`config.mk`:
```
export PLATFORM = sky130hd
export DESIGN_NAME = stepper_step_conditioner_flat
export DESIGN_NICKNAME = d
export VERILOG_FILES = /design/src/rtl/stepper_step_conditioner_pkg.sv /design/src/rtl/stepper_step_conditioner_if.sv /design/src/rtl/stepper_step_conditioner_home_sync.sv /design/src/rtl/stepper_step_conditioner.sv /design/src/flat_wrapper.sv
export SDC_FILE = /design/constraint.sdc
export NUM_CORES = 1
export LEC_CHECK = 0
export BUFFER_PORTS_ARGS = -buffer_cell sky130_fd_sc_hd__buf_4
export CAP_MARGIN = 20
export CORE_MARGIN = 2
export CORE_UTILIZATION = 50
export DETAILED_ROUTE_END_ITERATION = 7
export GPL_TIMING_DRIVEN = 0
export PLACE_DENSITY = 0.74
export SLEW_MARGIN = 15
export SYNTH_ARGS = -nofsm -noshare
export SYNTH_HDL_FRONTEND = slang
export SYNTH_SLANG_ARGS = --single-unit
```
`constraint.sdc`:
```
create_clock -name clk -period 2.29 [get_ports clk]
set_input_delay 0.1145 -clock clk [delete_from_list [all_inputs] [get_ports clk]]
set_output_delay 0.1145 -clock clk [all_outputs]
set_load 0.02 [all_outputs]
```
`src/rtl/stepper_step_conditioner_pkg.sv`:
```
// rtl/stepper_step_conditioner_pkg.sv - shared constants for the step conditioner
//
// Package stepper_pkg: state encoding, datapath widths, default pulse timing
// and the position increment helper.
package stepper_pkg;

  localparam int POS_W = 16;
  localparam int CNT_W = 16;

  // Kept as plain 2-bit constants so legacy tooling can match the encoding.
  localparam logic [1:0] ST_IDLE  = 2'd0;
  localparam logic [1:0] ST_SETUP = 2'd1;
  localparam logic [1:0] ST_HIGH  = 2'd2;
  localparam logic [1:0] ST_LOW   = 2'd3;

  localparam logic [CNT_W-1:0] DEF_PULSE_HIGH = 16'd5;
  localparam logic [CNT_W-1:0] DEF_PULSE_LOW  = 16'd5;
  localparam logic [CNT_W-1:0] DEF_DIR_SETUP  = 16'd10;

  // +1 forward, -1 reverse; the add wraps modulo 2^POS_W.
  function automatic logic [POS_W-1:0] step_delta(input logic dir);
    return dir ? POS_W'(1) : {POS_W{1'b1}};
  endfunction

endpackage

```
`src/rtl/stepper_step_conditioner_if.sv`:
```
// rtl/stepper_step_conditioner_if.sv - controller-side and driver-side signal bundle
//
// master: the upstream controller (drives step_in, dir_in, clear_fault)
// slave : the conditioner (drives drv_step, drv_dir, position, busy, overrun)
interface stepper_step_conditioner_if;
  import stepper_pkg::*;

  logic             step_in;
  logic             dir_in;
  logic             clear_fault;
  logic             drv_step;
  logic             drv_dir;
  logic [POS_W-1:0] position;
  logic             busy;
  logic             overrun;

  modport master (
    output step_in, dir_in, clear_fault,
    input  drv_step, drv_dir, position, busy, overrun
  );

  modport slave (
    input  step_in, dir_in, clear_fault,
    output drv_step, drv_dir, position, busy, overrun
  );

endinterface

```
`src/rtl/stepper_step_conditioner_home_sync.sv`:
```
// rtl/stepper_step_conditioner_home_sync.sv - home switch synchronizer and falling-edge detect
//
// Ports:
//   clk, reset  : clock, asynchronous active-high reset
//   home_n      : raw active-low home switch (asynchronous to clk)
//   home_fall   : one-cycle strobe on a falling edge of the synchronized switch
module stepper_home_sync (
  input  logic clk,
  input  logic reset,
  input  logic home_n,
  output logic home_fall
);

  logic sync_1;
  logic sync_2;
  logic sync_2_d;

  // Reset to the released (high) level so leaving reset never looks like an edge.
  always_ff @(posedge clk or posedge reset) begin
    if (reset) begin
      sync_1   <= 1'b1;
      sync_2   <= 1'b1;
      sync_2_d <= 1'b1;
    end else begin
      sync_1   <= home_n;
      sync_2   <= sync_1;
      sync_2_d <= sync_2;
    end
  end

  assign home_fall = sync_2_d & ~sync_2;

endmodule

```
`src/rtl/stepper_step_conditioner.sv`:
```
// rtl/stepper_step_conditioner.sv - stretches controller step pulses for the driver chip
//
// Conditions 1-cycle step requests into PULSE_HIGH/PULSE_LOW wide pulses,
// holds DIR_SETUP cycles of direction setup before a step, buffers one
// early step and tracks a signed 16-bit position.
//
// Ports:
//   clk, reset : clock, asynchronous active-high reset
//   home_n     : active-low home switch, zeroes position (STEPPER_HOME_ZERO_EN only)
//   io (slave) : step_in, dir_in, clear_fault in;
//                drv_step, drv_dir, position, busy, overrun out (all registered)
//
// Build option: define STEPPER_HOME_ZERO_EN to add the home_n input.
module stepper_step_conditioner
  import stepper_pkg::*;
#(
  parameter logic [CNT_W-1:0] PULSE_HIGH = DEF_PULSE_HIGH,
  parameter logic [CNT_W-1:0] PULSE_LOW  = DEF_PULSE_LOW,
  parameter logic [CNT_W-1:0] DIR_SETUP  = DEF_DIR_SETUP
) (
  input  logic clk,
  input  logic reset,
`ifdef STEPPER_HOME_ZERO_EN
  input  logic home_n,
`endif
  stepper_step_conditioner_if.slave io
);

  localparam logic [CNT_W-1:0] HIGH_LAST  = PULSE_HIGH - 1'b1;
  localparam logic [CNT_W-1:0] LOW_LAST   = PULSE_LOW - 1'b1;
  localparam logic [CNT_W-1:0] SETUP_LAST = DIR_SETUP - 1'b1;

  logic [1:0]       state, state_n;
  logic [CNT_W-1:0] cnt, cnt_n;
  logic             pending, pending_n;
  logic             drv_step_n;
  logic             drv_dir_n;
  logic             overrun_n;
  logic             busy_n;
  logic [POS_W-1:0] pos_n;
  logic             issue;
  logic             home_zero;

`ifdef STEPPER_HOME_ZERO_EN
  stepper_home_sync u_home_sync (
    .clk       (clk),
    .reset     (reset),
    .home_n    (home_n),
    .home_fall (home_zero)
  );
`else
  assign home_zero = 1'b0;
`endif

  always_comb begin
    state_n    = state;
    cnt_n      = cnt;
    pending_n  = pending;
    drv_step_n = io.drv_step;
    drv_dir_n  = io.drv_dir;
    overrun_n  = io.overrun;
    pos_n      = io.position;
    issue      = 1'b0;

    case (state)
      ST_IDLE: begin
        // A direction change always takes priority; the step waits in pending.
        if (io.dir_in != io.drv_dir) begin
          drv_dir_n = io.dir_in;
          cnt_n     = '0;
          state_n   = ST_SETUP;
        end else if (io.step_in || pending) begin
          issue = 1'b1;
        end
      end
      ST_SETUP: begin
        if (cnt == SETUP_LAST) begin
          cnt_n   = '0;
          state_n = ST_IDLE;
        end else begin
          cnt_n = cnt + 1'b1;
        end
      end
      ST_HIGH: begin
        if (cnt == HIGH_LAST) begin
          drv_step_n = 1'b0;
          cnt_n      = '0;
          state_n    = ST_LOW;
        end else begin
          cnt_n = cnt + 1'b1;
        end
      end
      ST_LOW: begin
        if (cnt == LOW_LAST) begin
          cnt_n = '0;
          // Back-to-back only when no new setup time is needed.
          if (pending && (io.dir_in == io.drv_dir)) begin
            issue = 1'b1;
          end else begin
            state_n = ST_IDLE;
          end
        end else begin
          cnt_n = cnt + 1'b1;
        end
      end
      default: begin
        state_n = ST_IDLE;
        cnt_n   = '0;
      end
    endcase

    if (issue) begin
      drv_step_n = 1'b1;
      cnt_n      = '0;
      state_n    = ST_HIGH;
      pending_n  = 1'b0;
      pos_n      = io.position + step_delta(io.drv_dir);
    end

    // Clear first so a simultaneous overrun event wins.
    if (io.clear_fault) begin
      overrun_n = 1'b0;
    end

    // issue without a prior pending can only be a direct step from IDLE,
    // which consumes step_in itself; anything else lands in the one-deep buffer.
    if (io.step_in) begin
      if (pending) begin
        overrun_n = 1'b1;
      end else if (!issue) begin
        pending_n = 1'b1;
      end
    end

    // Homing overrides a coincident step: the pulse goes out uncounted.
    if (home_zero) begin
      pos_n = '0;
    end

    busy_n = (state_n != ST_IDLE) || pending_n;
  end

  always_ff @(posedge clk or posedge reset) begin
    if (reset) begin
      state       <= ST_IDLE;
      cnt         <= '0;
      pending     <= 1'b0;
      io.drv_step <= 1'b0;
      io.drv_dir  <= 1'b0;
      io.position <= '0;
      io.overrun  <= 1'b0;
      io.busy     <= 1'b0;
    end else begin
      state       <= state_n;
      cnt         <= cnt_n;
      pending     <= pending_n;
      io.drv_step <= drv_step_n;
      io.drv_dir  <= drv_dir_n;
      io.position <= pos_n;
      io.overrun  <= overrun_n;
      io.busy     <= busy_n;
    end
  end

endmodule

```
`src/flat_wrapper.sv`:
```
// flat-port wrapper written by rule: the top's interface ports become plain ports
module stepper_step_conditioner_flat import stepper_pkg::*;
#(
  parameter logic [CNT_W-1:0] PULSE_HIGH = DEF_PULSE_HIGH,
  parameter logic [CNT_W-1:0] PULSE_LOW  = DEF_PULSE_LOW,
  parameter logic [CNT_W-1:0] DIR_SETUP  = DEF_DIR_SETUP
)
  (clk, reset, io_step_in, io_dir_in, io_clear_fault, io_drv_step, io_drv_dir, io_position, io_busy, io_overrun);
  stepper_step_conditioner_if io_i ();
  input  logic clk;
  input  logic reset;
  input wire logic [$bits(io_i.step_in)-1:0] io_step_in;
  input wire logic [$bits(io_i.dir_in)-1:0] io_dir_in;
  input wire logic [$bits(io_i.clear_fault)-1:0] io_clear_fault;
  output wire logic [$bits(io_i.drv_step)-1:0] io_drv_step;
  output wire logic [$bits(io_i.drv_dir)-1:0] io_drv_dir;
  output wire logic [$bits(io_i.position)-1:0] io_position;
  output wire logic [$bits(io_i.busy)-1:0] io_busy;
  output wire logic [$bits(io_i.overrun)-1:0] io_overrun;
  assign io_i.step_in = io_step_in;
  assign io_i.dir_in = io_dir_in;
  assign io_i.clear_fault = io_clear_fault;
  assign io_drv_step = io_i.drv_step;
  assign io_drv_dir = io_i.drv_dir;
  assign io_position = io_i.position;
  assign io_busy = io_i.busy;
  assign io_overrun = io_i.overrun;
  stepper_step_conditioner #(.PULSE_HIGH(PULSE_HIGH), .PULSE_LOW(PULSE_LOW), .DIR_SETUP(DIR_SETUP)) u_core (.clk(clk), .reset(reset), .io(io_i));
endmodule
```
# After elaboration in Yosys (flattened, before gate mapping)
# Cells that the tools add are included.
# Widths: inputs -> output; s select.
# classes
addsub	2
n_eq_ne	8
muxes	28
n_reduce_logical	10
# op_table
op	n
$mux 16	5
$pmux 16 s3	1
$add 16x1->16 const B	1
$add 16x16->16	1
$eq 16x3->1 const B	1
$eq 16x4->1 const B	1
$mux 1	14
$mux 2	6
$pmux 2 s4	1
$reduce_bool 2->1	3
$eq 2x2->1 const B	2
$reduce_and 2->1	2
$ne 3x1->1 const B	1
$eq 2x1->1 const B	1
$logic_not 2->1	1
$logic_or 1x1->1	2
$pmux 1 s2	1
$reduce_or 2->1	1
$eq 1x1->1	1
$logic_and 1x1->1	1
$ne 1x1->1	1
# word_totals
register_bits	39
in_bits	5
out_inout_bits	20
wordCells	56

# Logic depth before layout (Yosys ltp)
# Gate-level depths: netlist of the first run.
# logic_depth
ltp_word	10
mapped_depth	9

# Least setup slack after synthesis of the first run
# OpenSTA, ideal clock, no wires.
# synth_timing
kind	flip-flop to flip-flop
start	register u_core.io.drv_dir
end	register u_core.io.position[14]
arrival_time_ps	2297
required_ps	2164
slack_ps	-133
stages_incl_launch_ff	9
path_buffers	0
cell_sequence	dfrtp_1 -> inv_1 -> ha_1 -> a21o_1 -> a221o_1 -> a31o_2 -> a21oi_1 -> xor2_1 -> a21oi_1
# synth_via
elab_chain_len	5
# synth_rtl
element	line_no	rtl
from (decl)	stepper_step_conditioner_if.sv:24	output drv_step, drv_dir, position, busy, overrun
from (signal assigned)	stepper_step_conditioner.sv:158	io.drv_dir <= drv_dir_n;
parallel branches: the longest is 5 deep, another holds $add 16x16->16	n/a	
to (signal assigned)	stepper_step_conditioner.sv:159	io.position <= pos_n;
to (decl)	stepper_step_conditioner_if.sv:24	
# Several ways; the timed one is not identified.
# A chain may end at the register's enable or synchronous reset.

# Final worst setup path of the first run
# layout_timing
start	register u_core.io.drv_dir
end	register u_core.io.position[12]
# Same word-level chain as after synthesis.

==> metrics.md, run 1 <==
| Metric | Value |
|---|---|
| Mean cell area of the mapped netlist | `9.06 um^2` |
| Hold crit path type | `input port to flop` |
| Reg2Reg Launch Point | `u_core.io.drv_dir` |
| Post-synth design cell area | `2560 um^2` |
| Sort of element at the start of the critical path | `flop` |
| Vias in the first global route | `1918` |
| Category of the critical setup timing path | `flop to flop` |
| Maximum clock rate | `0.448 GHz` |
| Slew at the pin with the worst max-slew slack | `495 ps` |
| Average vias per placed instance | `around 5.3` |
| Async set-reset flop share out of synthesis | `100%` |
| Busiest grt layer | `met2` |
| Total via count in the routed design | `2101` |
| Launching element of the worst setup path | `u_core.io.drv_dir` |
| Post-detailed-placement half-perimeter wirelength | `3810 um` |
| Post-route clock period utilization | `97.6%` |
| Core footprint | `just over 5000 um^2` |
| H-tree levels | `2` |
| Post-synth net total | `311` |
| CP max FO | `4` |
| Worst reg2reg path endpoint | `u_core.io.position[12]` |
| Top library cells by usage in the layout, fill and taps aside | `sky130_fd_sc_hd__dfrtp_1 (38), sky130_fd_sc_hd__buf_4 (31), sky130_fd_sc_hd__nand2_1 (29)` |
| Warnings, synthesis | `0` |
| First-pass GRT wire length | `8950 um` |
| Critical path endpoint | `u_core.io.position[12]` |
| TritonCTS clock tree | `done` |
| IO Pins | `25` |
| Clock tree sinks | `39` |
| Drt first-iter violations | `around 120` |
| Die Ht | `75.6 um` |
| Antenna cell count | `0` |
| Met1 capacity usage during global routing | `30.3%` |
| Post-synthesis sequential element count | `39` |
| Switching share of total power | `21.8%` |
| Clk root buf | `sky130_fd_sc_hd__clkbuf_8` |
| Internal power | `0.000979 W` |
| Overall die area | `approximately 5700 um^2` |
| Number of unique standard cell types used by synthesis | `47` |
| Synthesized instance count | `between 200 and 300` |
| Initial cell density of the core | `50.8%` |
| Worst relative slew slack | `67.0%` |
| Global-route track usage on met3 | `about 4.5%` |
| Most used flip-flop cell after synthesis | `sky130_fd_sc_hd__dfrtp_1` |
| Worst-path clk slew | `80 ps` |
| Worst hold path cell count | `3` |
| Max-Cap Viols | `0` |
| Count of nets left with antenna violations after detail routing | `0` |
| Setup repair after global routing missed its margin | `yes` |
| Number of detailed-route iterations in the first pass | `4` |
| CP endpoint kind | `flop` |
| Total Routed Length | `about 5600 um` |
| Antenna violations before repair | `0` |
| GP Congestion | `a little over 0.9` |
| Area grow syn2layout | `25.0%` |
| Count of flip-flops with a built-in enable after synthesis | `0` |
| Register-to-register path setup slack | `60 ps` |
| Remaining DRCs | `0` |
| Maximum number of pins on one net before global-route repair | `31` |
| Power per cell area | `approximately 390 nW/um^2` |
| GR Overflow Total | `0` |
| Routed wire per std cell | `around 14 um` |
| Total GRT Usage | `20.8%` |
| Final setup violation count | `0` |
| IO Port Bufs | `24` |
| Status | `complete, no violations` |
| Post-layout min period | `2230 ps` |
| Core utilization of the finished layout | `63.6%` |
| Net Sw Power | `0.000272 W` |
| Worst-case clock skew | `6.98 ps` |
| Combinational fraction of design power | `3.0%` |
| Clk Latency, worst-skew pair | `~290 ps` |
| Sequential share of power | `~55%` |
| Total Negative Setup Slacks | `0 ps` |
| Final Slew Violations | `0` |
| Std-Cell Rows | `26` |
| Number of buffers created by CTS | `5` |
| Worst ir drop on vdd | `0.294 mV` |
| Data arrival, critical path | `2410 ps` |
| Clock Power Share | `41.9%` |
| Required time worst endpoint | `2460 ps` |
| Sequential share of the synthesized area | `between 30% and 40%` |
| Maximum clock insertion buffer count | `2` |
| Count of final hold-check violations | `0` |
| Number of nets in the layout | `351` |
| Final-layout worst hold slack | `64.6 ps` |
| Number of cells on the worst reg-to-reg path | `9` |
| Share of final-layout standard cells stronger than drive strength 1 | `23.5%` |
| Chip Width | `75.6 um` |
| Leading cell type in the layout, fill and taps excluded | `sky130_fd_sc_hd__dfrtp_1` |
| Met2 Resource Use GR | `30.8%` |
| Leakage power summed over all cells | `1.44 nW` |
## cells in the mapped netlist, drive strengths merged (3+ instances only)
cell    instances  share of area, %
o21ai          24               4.8
xor2           11               3.8
a21o            4               1.2
ha             22                11
nor3            7               1.8
o21bai          3              0.88
xnor2          15               5.1
nor2           26               3.8
a21oi          18               3.5
and2            3              0.73
nand3          10               2.0
inv            14               2.0
clkbuf          4              0.59
nor4            5               2.6
nand2          29               4.2
nand4           6               1.7
dfrtp          39                38
and3            8               2.0
a31oi           4              0.98
nand2b          3              0.73
## metal layers
layer	wire (um)	vias up
li1	-	1086
met1	2880	978
met2	2550	31
met3	140	6
met4	65	0
met5	0	-
## worst min path at each step
stage | from | end | slack, ps
floorplan | io_clear_fault | u_core.io.overrun | 210
global placement | io_clear_fault | u_core.io.overrun | 300
detailed placement | reset | u_core.io.position[6] | 80
CTS | io_dir_in | u_core.io.drv_dir | 60
global route | io_dir_in | u_core.io.drv_dir | 70
finish | io_dir_in | u_core.io.drv_dir | 60
## per-stage QoR
| stage | total power [W] | cells | instance area (um^2) | setup slack [ps] |
|---|---|---|---|---|
| 4_1_cts | 0.00126 | 392 | 3070 | 17.4 |
| 3_3_place_gp | 0.000733 | 377 | 2870 | -358 |
| 2_1_floorplan | 0.000720 | 283 | 2600 | -77.3 |
| 3_5_place_dp | 0.000739 | 378 | 2890 | -395 |
| 6_report | 0.00125 | 394 | 3210 | 56.0 |
| 5_1_grt | 0.00130 | 394 | 3210 | -41.4 |
## power groups by stage
| stage | sequential [W] | clock, W | combinational, W |
|---|---|---|---|
| after floorplan | 0.000705 | 0 | 0.0000145 |
| after global placement | 0.000704 | 0 | 0.0000298 |
| after detailed placement | 0.000703 | 0 | 0.0000352 |
| after CTS | 0.000690 | 0.000535 | 0.0000389 |
| after global routing | 0.000690 | 0.000570 | 0.0000434 |
| final | 0.000690 | 0.000524 | 0.0000378 |
## logic make-up (layout without fill, tap and decap cells)
group / count (synthesis) / count (layout) / synth area share (%)
AND/OR/NAND/NOR: 106 / 106 / 22.2
AO/OA/AOI/OAI: 69 / 69 / 16.3
flip-flops: 39 / 39 / 38.1
XOR/XNOR: 26 / 26 / 8.88
adder cells (fa/ha/maj): 23 / 23 / 11.5
buffers and inverters: 20 / 61 / 3.03
## worst max-delay path, stage by stage (launching register included)
cell                         delay, ps
sky130_fd_sc_hd__dfrtp_2           400
sky130_fd_sc_hd__clkinvlp_4        110
sky130_fd_sc_hd__buf_4             180
sky130_fd_sc_hd__fa_2              370
sky130_fd_sc_hd__a21oi_2           180
sky130_fd_sc_hd__o21ai_1           150
sky130_fd_sc_hd__o22a_2            270
sky130_fd_sc_hd__a211oi_2          210
sky130_fd_sc_hd__xor2_1            150
sky130_fd_sc_hd__o21ai_0            90
## state kept, by name, indices dropped and copies added (netlist names)
signal / flops
u_core.state: 2
u_core.io.position: 16
u_core.io.drv_step: 1
u_core.io.overrun: 1
u_core.cnt: 16
u_core.io.busy: 1
u_core.io.drv_dir: 1
u_core.pending: 1
## area by class of cell
class                      count  area [um^2]
timing repair buffer          35          284
sequential                    39          977
buffer                         4         18.8
fill                         421         1840
inverter                      14         56.3
multi-input combinational    224         1680
clock buffer                   8          100
tap                           70         87.6
## timing repair
| action | in CTS | in global routing |
|---|---|---|
| buffers inserted | 5 | 3 |
| setup endpoints to repair | 10 | 19 |
| hold endpoints to repair | 10 | 0 |
| pin swaps | 2 | 10 |
| hold buffers | 2 | 0 |
| resized for setup | 5 | 23 |
(Power assumes the default switching activity.)
==> run 2: changes to the inputs <==
--- a/config.mk
+++ b/config.mk
@@ -7,11 +7,14 @@
 export LEC_CHECK = 0
 export BUFFER_PORTS_ARGS = -buffer_cell sky130_fd_sc_hd__buf_4
 export CAP_MARGIN = 20
+export CELL_PAD_IN_SITES_DETAIL_PLACEMENT = 0
+export CELL_PAD_IN_SITES_GLOBAL_PLACEMENT = 1
 export CORE_MARGIN = 2
-export CORE_UTILIZATION = 50
+export CORE_UTILIZATION = 41
 export DETAILED_ROUTE_END_ITERATION = 7
 export GPL_TIMING_DRIVEN = 0
-export PLACE_DENSITY = 0.74
+export PLACE_DENSITY = 0.78
+export RECOVER_POWER = 25
 export SLEW_MARGIN = 15
 export SYNTH_ARGS = -nofsm -noshare
 export SYNTH_HDL_FRONTEND = slang
==> run 2 against run 1 <==
Net effect:
- sequential share of layout area down 0.29 points
- utilization fell by 9.5 points
- power rose by 0.36%
- critical path type unchanged
- critical endpoint is now u_core.io.position[13]
- largest power group unchanged
==> metrics.md, run 2 (synthesis results as in run 1) <==
| Metric | Value |
|---|---|
| Post-detailed-placement half-perimeter wirelength | `just under 4000 um` |
| CP endpoint kind | `flop` |
| Area grow syn2layout | `26.3%` |
| Clock tree sinks | `39` |
| Worst ir drop on vdd | `0.201 mV` |
| Leading cell type in the layout, fill and taps excluded | `sky130_fd_sc_hd__dfrtp_1` |
| Total area of multi-input combinational cells | `1700 um^2` |
| Initial cell density of the core | `42.8%` |
| Average vias per placed instance | `5.50` |
| Total GRT Usage | `17.1%` |
| Met2 Resource Use GR | `25.1%` |
| Die Ht | `83.1 um` |
| Final-layout worst hold slack | `between 60 and 70 ps` |
| Maximum clock insertion buffer count | `2` |
| Total via count in the routed design | `approximately 2200` |
| Global-route track usage on met3 | `under 10%` |
| Hold crit path type | `input port to flop` |
| Number of detailed-route iterations in the first pass | `4` |
| First-pass GRT wire length | `9710 um` |
| Count of nets left with antenna violations after detail routing | `0` |
| Number of nets in the layout | `352` |
| Largest registers in the final layout | `u_core.cnt (16), u_core.io.position (16), u_core.state (2)` |
| Sort of element at the start of the critical path | `flop` |
| TritonCTS clock tree | `done` |
| IO Port Bufs | `24` |
| Power per cell area | `388 nW/um^2` |
| Final Slew Violations | `0` |
| Required time worst endpoint | `2470 ps` |
| Std-Cell Rows | `28` |
| Status | `complete, no violations` |
| H-tree levels | `2` |
| Vias in the first global route | `2003` |
| CP max FO | `10` |
| Non-Filler Cell Area, Final | `between 3000 and 4000 um^2` |
| Area after detailed placement | `2900 um^2` |
| Post-layout min period | `2210 ps` |
| Clk root buf | `sky130_fd_sc_hd__clkbuf_8` |
| Core footprint | `~6000 um^2` |
| Power Total | `0.00126 W` |
| Dpl cells | `383` |
| Count of final hold-check violations | `0` |
| Worst-path clk slew | `80 ps` |
| Overall die area | `6900 um^2` |
| Worst-case clock skew | `5.94 ps` |
| Clk Latency, worst-skew pair | `around 300 ps` |
| Slew at the pin with the worst max-slew slack | `slightly above 700 ps` |
| Number of buffers created by CTS | `5` |
| Drt first-iter violations | `108` |
| Final setup violation count | `0` |
| Antenna violations before repair | `0` |
| Category of the critical setup timing path | `flop to flop` |
| Setup repair after global routing missed its margin | `yes` |
| Fill cells | `551` |
| Share of final-layout standard cells stronger than drive strength 1 | `24.3%` |
| Remaining DRCs | `0` |
| Routed wire per std cell | `between 10 and 15 um` |
| Core utilization of the finished layout | `roughly 54%` |
| Met1 capacity usage during global routing | `25.2%` |
| Leakage power summed over all cells | `1.44 nW` |
| Chip Width | `83.1 um` |
| Total Routed Length | `around 5700 um` |
| Maximum number of pins on one net before global-route repair | `30` |
| IO Pins | `25` |
| Data arrival, critical path | `roughly 2400 ps` |
| Max-Cap Viols | `0` |
| Top library cells by usage in the layout, fill and taps aside | `sky130_fd_sc_hd__dfrtp_1 (38), sky130_fd_sc_hd__nand2_1 (29), sky130_fd_sc_hd__buf_4 (29)` |
| Antenna cell count | `0` |
| Count of placed standard cells in the final layout, fillers left out | `400` |
| GP Congestion | `0.843` |
| Busiest grt layer | `met1` |
| Total area of sequential cells | `between 900 and 1000 um^2` |
| Maximum clock rate | `0.453 GHz` |
| Worst relative slew slack | `52.4%` |
| GR Overflow Total | `0` |
| Post-route clock period utilization | `96.4%` |
[run 2: cell count changes in the layout (fill, tap and decap cells not counted), sizes merged]
cell and change:
clkinvlp +1, clkbuf +2, buf -2
[run 2: where the power goes]
group / internal, W / switching, W / total [W] / leakage, nW
sequential: 0.000689 / 0.000000758 / 0.000690 / 0.474
clock: 0.000274 / 0.000259 / 0.000533 / 0.0505
combinational: 0.0000114 / 0.0000216 / 0.0000331 / 0.912
total: 0.000975 / 0.000281 / 0.00126 / 1.44
[run 2: worst paths after layout]
check | start | end | slack (ps) | depth (start not counted)
setup / recovery | u_core.io.drv_dir | u_core.io.position[13] | 80 | 10
hold / removal | io_dir_in | u_core.io.drv_dir | 60 | 3
setup reg to reg | u_core.io.drv_dir | u_core.io.position[13] | 80 | 10
hold reg to reg | u_core.io.position[7] | u_core.io.position[7] | 520 | 2
max in group asynchronous | reset | u_core.io.drv_dir | 830 | 4
min in group asynchronous | reset | u_core.io.position[12] | 370 | 3
[run 2: critical path, stage by stage (launching register included)]
cell and delay, ps:
sky130_fd_sc_hd__dfrtp_2 390, sky130_fd_sc_hd__clkinvlp_4 120, sky130_fd_sc_hd__buf_12 170, sky130_fd_sc_hd__ha_4 240
sky130_fd_sc_hd__o211ai_1 230, sky130_fd_sc_hd__o211ai_1 110, sky130_fd_sc_hd__buf_4 160, sky130_fd_sc_hd__a311oi_4 320
sky130_fd_sc_hd__o21bai_1 120, sky130_fd_sc_hd__xnor2_1 160, sky130_fd_sc_hd__a21oi_1 80
[run 2: area by class of cell]
class / instances / share of cell area [%]
plain buffers: 5 / 0.657
clock buffers: 7 / 2.98
clock inverters: 1 / 0.232
inverters: 14 / 1.74
multi-input cells: 224 / 52.6
flip-flops and latches: 39 / 30.2
well taps: 75 / 2.90
repair buffers: 35 / 8.70
[run 2: per-stage QoR]
stage | setup TNS (ps) | worst slack, ps
after floorplan | -277 | -77.3
after global placement | -2820 | -416
after detailed placement | -2790 | -416
after CTS | -4.00 | -4.00
after global routing | -130 | -46.7
final | 0 | 81.8
[run 2: timing repair]
action | CTS | global route
setup endpoints to repair | 10 | 17
hold endpoints to repair | 11 | 0
gates resized for setup | 2 | 27
buffers inserted | 3 | 5
hold buffers | 2 | 0
gates cloned | 0 | 0
pin swaps | 1 | 14
[run 2: metal layers]
| metal | share of wire [%] | wire, um |
|---|---|---|
| met2 | 45 | 2550 |
| met3 | 3.6 | 203 |
| met1 | 50 | 2830 |
| met5 | 0 | 0 |
| met4 | 1.3 | 76 |
